<file path="config.mk">
export PLATFORM = sky130hd
export DESIGN_NAME = match_logger
export DESIGN_NICKNAME = d
export VERILOG_FILES = /design/src/rtl/match_logger.sv
export SDC_FILE = /design/constraint.sdc
export NUM_CORES = 1
export LEC_CHECK = 0
export ABC_AREA = 1
export CORE_MARGIN = 3
export CORE_UTILIZATION = 50
export CTS_BUF_LIST = sky130_fd_sc_hd__clkbuf_8
export DETAILED_ROUTE_END_ITERATION = 12
export MAX_ROUTING_LAYER = met4
export PLACE_DENSITY = 0.69
export SLEW_MARGIN = 30
export SYNTH_ARGS = -nofsm -noshare
export SYNTH_HDL_FRONTEND = slang
export SYNTH_SLANG_ARGS = --single-unit
</file>
<file path="constraint.sdc">
create_clock -name clock -period 4.2 [get_ports clock]
set_clock_uncertainty 0.05 [all_clocks]
set_input_delay 1.26 -clock clock [delete_from_list [all_inputs] [get_ports clock]]
set_output_delay 1.26 -clock clock [all_outputs]
set_load 0.005 [all_outputs]
</file>
<file path="src/rtl/match_logger.sv">
// Timestamped match logger: counts rising edges of F and queues their timestamps in a 4-deep show-ahead FIFO.
// Optional sticky dropped-event flag built when MATCH_LOGGER_OVERFLOW_EN is defined.
module match_logger (
  input  logic        clock,
  input  logic        reset,
  input  logic        F,
  input  logic        enable,
  input  logic        clr,
  input  logic        rd_en,
  output logic [15:0] rd_data,
  output logic        rd_valid,
  output logic [7:0]  count,
  output logic        full,
  output logic        empty
`ifdef MATCH_LOGGER_OVERFLOW_EN
  ,
  output logic        overflow
`endif
);

  logic [15:0] r_ts;
  logic        r_f_q;
  logic [7:0]  r_count;
  logic [15:0] r_mem [4];
  logic [1:0]  r_wr_ptr;
  logic [1:0]  r_rd_ptr;
  logic [2:0]  r_occ;

  logic w_full;
  logic w_empty;
  logic w_event;
  logic w_pop;
  logic w_push;

  assign w_full  = (r_occ == 3'd4);
  assign w_empty = (r_occ == 3'd0);

  // clr masks event and pop so it wins over every other update on the same edge
  assign w_event = F & ~r_f_q & enable & ~clr;
  assign w_pop   = rd_en & ~w_empty & ~clr;
  // A full FIFO still accepts the event when the head is leaving on the same edge
  assign w_push  = w_event & (~w_full | w_pop);

  always_ff @(posedge clock or posedge reset) begin
    if (reset) begin
      r_f_q <= 1'b0;
    end else begin
      r_f_q <= F;
    end
  end

  always_ff @(posedge clock or posedge reset) begin
    if (reset) begin
      r_ts <= '0;
    end else if (clr) begin
      r_ts <= '0;
    end else if (enable) begin
      r_ts <= r_ts + 16'd1;
    end
  end

  always_ff @(posedge clock or posedge reset) begin
    if (reset) begin
      r_count <= '0;
    end else if (clr) begin
      r_count <= '0;
    end else if (w_event && (r_count != 8'hFF)) begin
      r_count <= r_count + 8'd1;
    end
  end

  always_ff @(posedge clock or posedge reset) begin
    if (reset) begin
      for (int unsigned i = 0; i < 4; i++) begin
        r_mem[i] <= '0;
      end
    end else if (w_push) begin
      r_mem[r_wr_ptr] <= r_ts;
    end
  end

  always_ff @(posedge clock or posedge reset) begin
    if (reset) begin
      r_wr_ptr <= '0;
      r_rd_ptr <= '0;
      r_occ    <= '0;
    end else if (clr) begin
      r_wr_ptr <= '0;
      r_rd_ptr <= '0;
      r_occ    <= '0;
    end else begin
      if (w_push) begin
        r_wr_ptr <= r_wr_ptr + 2'd1;
      end
      if (w_pop) begin
        r_rd_ptr <= r_rd_ptr + 2'd1;
      end
      case ({w_push, w_pop})
        2'b10:   r_occ <= r_occ + 3'd1;
        2'b01:   r_occ <= r_occ - 3'd1;
        default: r_occ <= r_occ;
      endcase
    end
  end

`ifdef MATCH_LOGGER_OVERFLOW_EN
  logic r_overflow;

  always_ff @(posedge clock or posedge reset) begin
    if (reset) begin
      r_overflow <= 1'b0;
    end else if (clr) begin
      r_overflow <= 1'b0;
    end else if (w_event && !w_push) begin
      r_overflow <= 1'b1;
    end
  end

  assign overflow = r_overflow;
`endif

  assign rd_data  = w_empty ? '0 : r_mem[r_rd_ptr];
  assign rd_valid = ~w_empty;
  assign count    = r_count;
  assign full     = w_full;
  assign empty    = w_empty;

endmodule
</file>
==> run summary <==
Status: finished clean
Syn-to-layout area delta: 13.0%
Die X: 103 um
Peak supply drop: 166 uV
DIE AREA: 0.0106 mm2
Asr flop ratio synth: 1.00
HPWL Detailed: 7350 um
GR Util All Layers: 0.232
Final #Nets: 641
Max-cap check violation count: 0
Num CTS Buffers: 9
First-pass detailed-route iteration total: 4
Synth top area share: 0.510
Skew-Pair Late Insertion Delay: 0.37 ns
WP data arrival: 2.24 ns
Synth Area in Compound Gates: 0.151
I/O pin count: 33
R2R setup slack: 2.11 ns
Worst Setup Start Kind: flip-flop
Post-route minimum period: 3.55 ns
Worst Hold End: r_mem[40]$_DFFE_PP0P_
DR vias/cell: 5.52
Post-layout util: 0.596
Filler cell count: 834
Die Y: 103 um
Hold depth: 2
Count leader, synth: nand2_1
Row cnt: 34
CTS tree: done
WL final: 11000 um
Syn Std Cell Area: 0.00471 mm2
Antenna diodes: 0
Critical path endpoint category: primary output
Setup violators final: 0
Met3 usage: 0.0359
R2r startpoint: r_occ[0]$_DFFE_PP0P_
Syn Area/Cell: 7.89 um2
WL/cell: 14.8 um
Cells after Synth: 597
Post-Synth Simple-Gate Area: 0.251
Main synth FF type: dfrtp_1
Post-synth EDFFs: 0
H-tree levels: 3
Number of global-route vias before repair: 3865
Clock root cell: clkbuf_8
Leak: 0.00233 uW
R2R cell count: 11
CTS Hold Bufs: 0
Setup TNS: 0 ns
Pre-CTS setup slack: 0.569 ns
Clock transition at path regs: 0.10 ns
Yosys reg bits: 96
Synth Area in XOR/XNOR: 0.00186
Adder-cell share of the synthesized area: 0.0202
Final GP Congestion: 0.935
Initial Util: 0.527
Initial antenna violation count: 0
Top cells by area, synth: dfrtp_1 51%, nand2_1 11%, nor2_1 7.5%
Main combinational cell family by area after synthesis: simple AND/OR/NAND/NOR gates
First-iteration detailed-routing DRC count: 236
Fmax: 282 MHz
Layout cells sized above 1: 0.0695
CP Class: reg2out
PD cells: 333 mW/mm2
Largest net degree at the start of global routing: 64
Warnings, synthesis: 0
FF-to-FF End: r_occ[2]$_DFFE_PP0P_
Fin. max-slew vios: 0
Worst-path fanout max: 32
Setup ws final: 0.653 ns
Setup repair bufs after CTS: 0
Slew HR: 0.484
Met1 GRT Util: 0.313
Max Buffers Root-to-Sink: 2
CTS Sinks: 96
Port Buf Inserts: 32
Post-CTS resize count: 0
Min-delay src: r_mem[40]$_DFFE_PP0P_
Grt ovf: 0
Synth area leader: dfrtp_1
Met2 Use GR: 0.361
Crit share post-route: 0.845
CP Data Required Time: 2.89 ns
Core Box Area: 0.00893 mm2
DRT antenna net count: 0
GRT busiest layer: met2
Drt drc: 0
First-pass GRT wire length: 18700 um
Synth cell types: 28
Syn Nets: 610
Tightest Pin Transition: 0.774 ns
Post-synth top cells: 135 x nand2_1, 96 x dfrtp_1, 94 x nor2_1
RSZ-0062 raised after global routing: no
Min-Delay Path Class: reg2reg
Fin. Hold Viols: 0
Post-synthesis sequential area ratio: 0.510
Via count: 4091
Mux cell area share after synthesis: 0
-- state kept, by name (all words and copies together), names as in the netlist --
register	cells
count	8
r_ts	16
r_occ	3
r_rd_ptr	2
r_wr_ptr	2
r_mem	64
r_f_q	1
-- logic make-up (layout without fill, tap and decap cells) --
group | Yosys count | in the layout
buffers and inverters | 72 | 108
and+or+nand+nor | 280 | 280
AOI/OAI and AO/OA | 141 | 141
xor gates and xnor gates | 1 | 1
adders and majority gates | 7 | 7
DFF | 96 | 96
-- layer usage --
layer,vias to the layer above,share of wire
li1,2021,-
met1,1944,0.47
met2,107,0.47
met3,19,0.046
met4,0,0.016
met5,-,0
-- power by group --
part	internal, uW	switching (uW)	leakage [uW]	total, uW
combinational	90.4	140	0.000907	231
sequential	943	21.8	0.00133	965
clock	228	350	0.0000899	577
-- layout by cell type, fill, tap and decap left out, drive strengths merged, types with 6 or more instances in the layout --
cell	n
dfrtp	96
a21oi	23
nand2	136
nand3	25
inv	47
nand4	15
clkbuf	9
buf	14
clkdlybuf4s50	32
o21ai	117
nor2	95
ha	6
-- cell type report --
class                      count  area (um2)  share of cell area
tap                          108         135              0.0254
inverter                      46         175              0.0329
clock inverter                 7        63.8              0.0120
sequential                    96        2400               0.451
multi-input combinational    429        2000               0.375
timing repair buffer          46         425              0.0799
clock buffer                   9         124              0.0233
-- stage by stage --
| stage | power [uW] | instance area [um2] | hold WS, ns | cells |
|---|---|---|---|---|
| floorplan | 1110 | 4710 | 0.398 | 597 |
| global placement | 1210 | 5130 | 0.410 | 725 |
| detailed placement | 1220 | 5130 | 0.418 | 725 |
| CTS | 1790 | 5320 | 0.442 | 741 |
| global route | 1860 | 5320 | 0.466 | 741 |
| finish | 1770 | 5320 | 0.436 | 741 |
-- worst max path at each step --
stage,cells after the start,startpoint,to,slack (ns)
2_1_floorplan,1,reset,count[0]$_DFFE_PP0P_,0.38
3_3_place_gp,11,clr,r_occ[2]$_DFFE_PP0P_,0.68
3_5_place_dp,11,clr,r_occ[2]$_DFFE_PP0P_,0.57
4_1_cts,4,r_rd_ptr[0]$_DFFE_PP0P_,rd_data[6],0.61
5_1_grt,4,r_rd_ptr[0]$_DFFE_PP0P_,rd_data[7],0.45
6_report,4,r_rd_ptr[0]$_DFFE_PP0P_,rd_data[7],0.65
-- critical path, cell delays in order, from the launching register on --
cell,delay (ns)
dfrtp_1,0.52
inv_2,0.44
o21ai_0,0.17
a21oi_1,0.21
clkdlybuf4s50_1,0.53
Note: power is estimated with default switching activity, not from simulation.
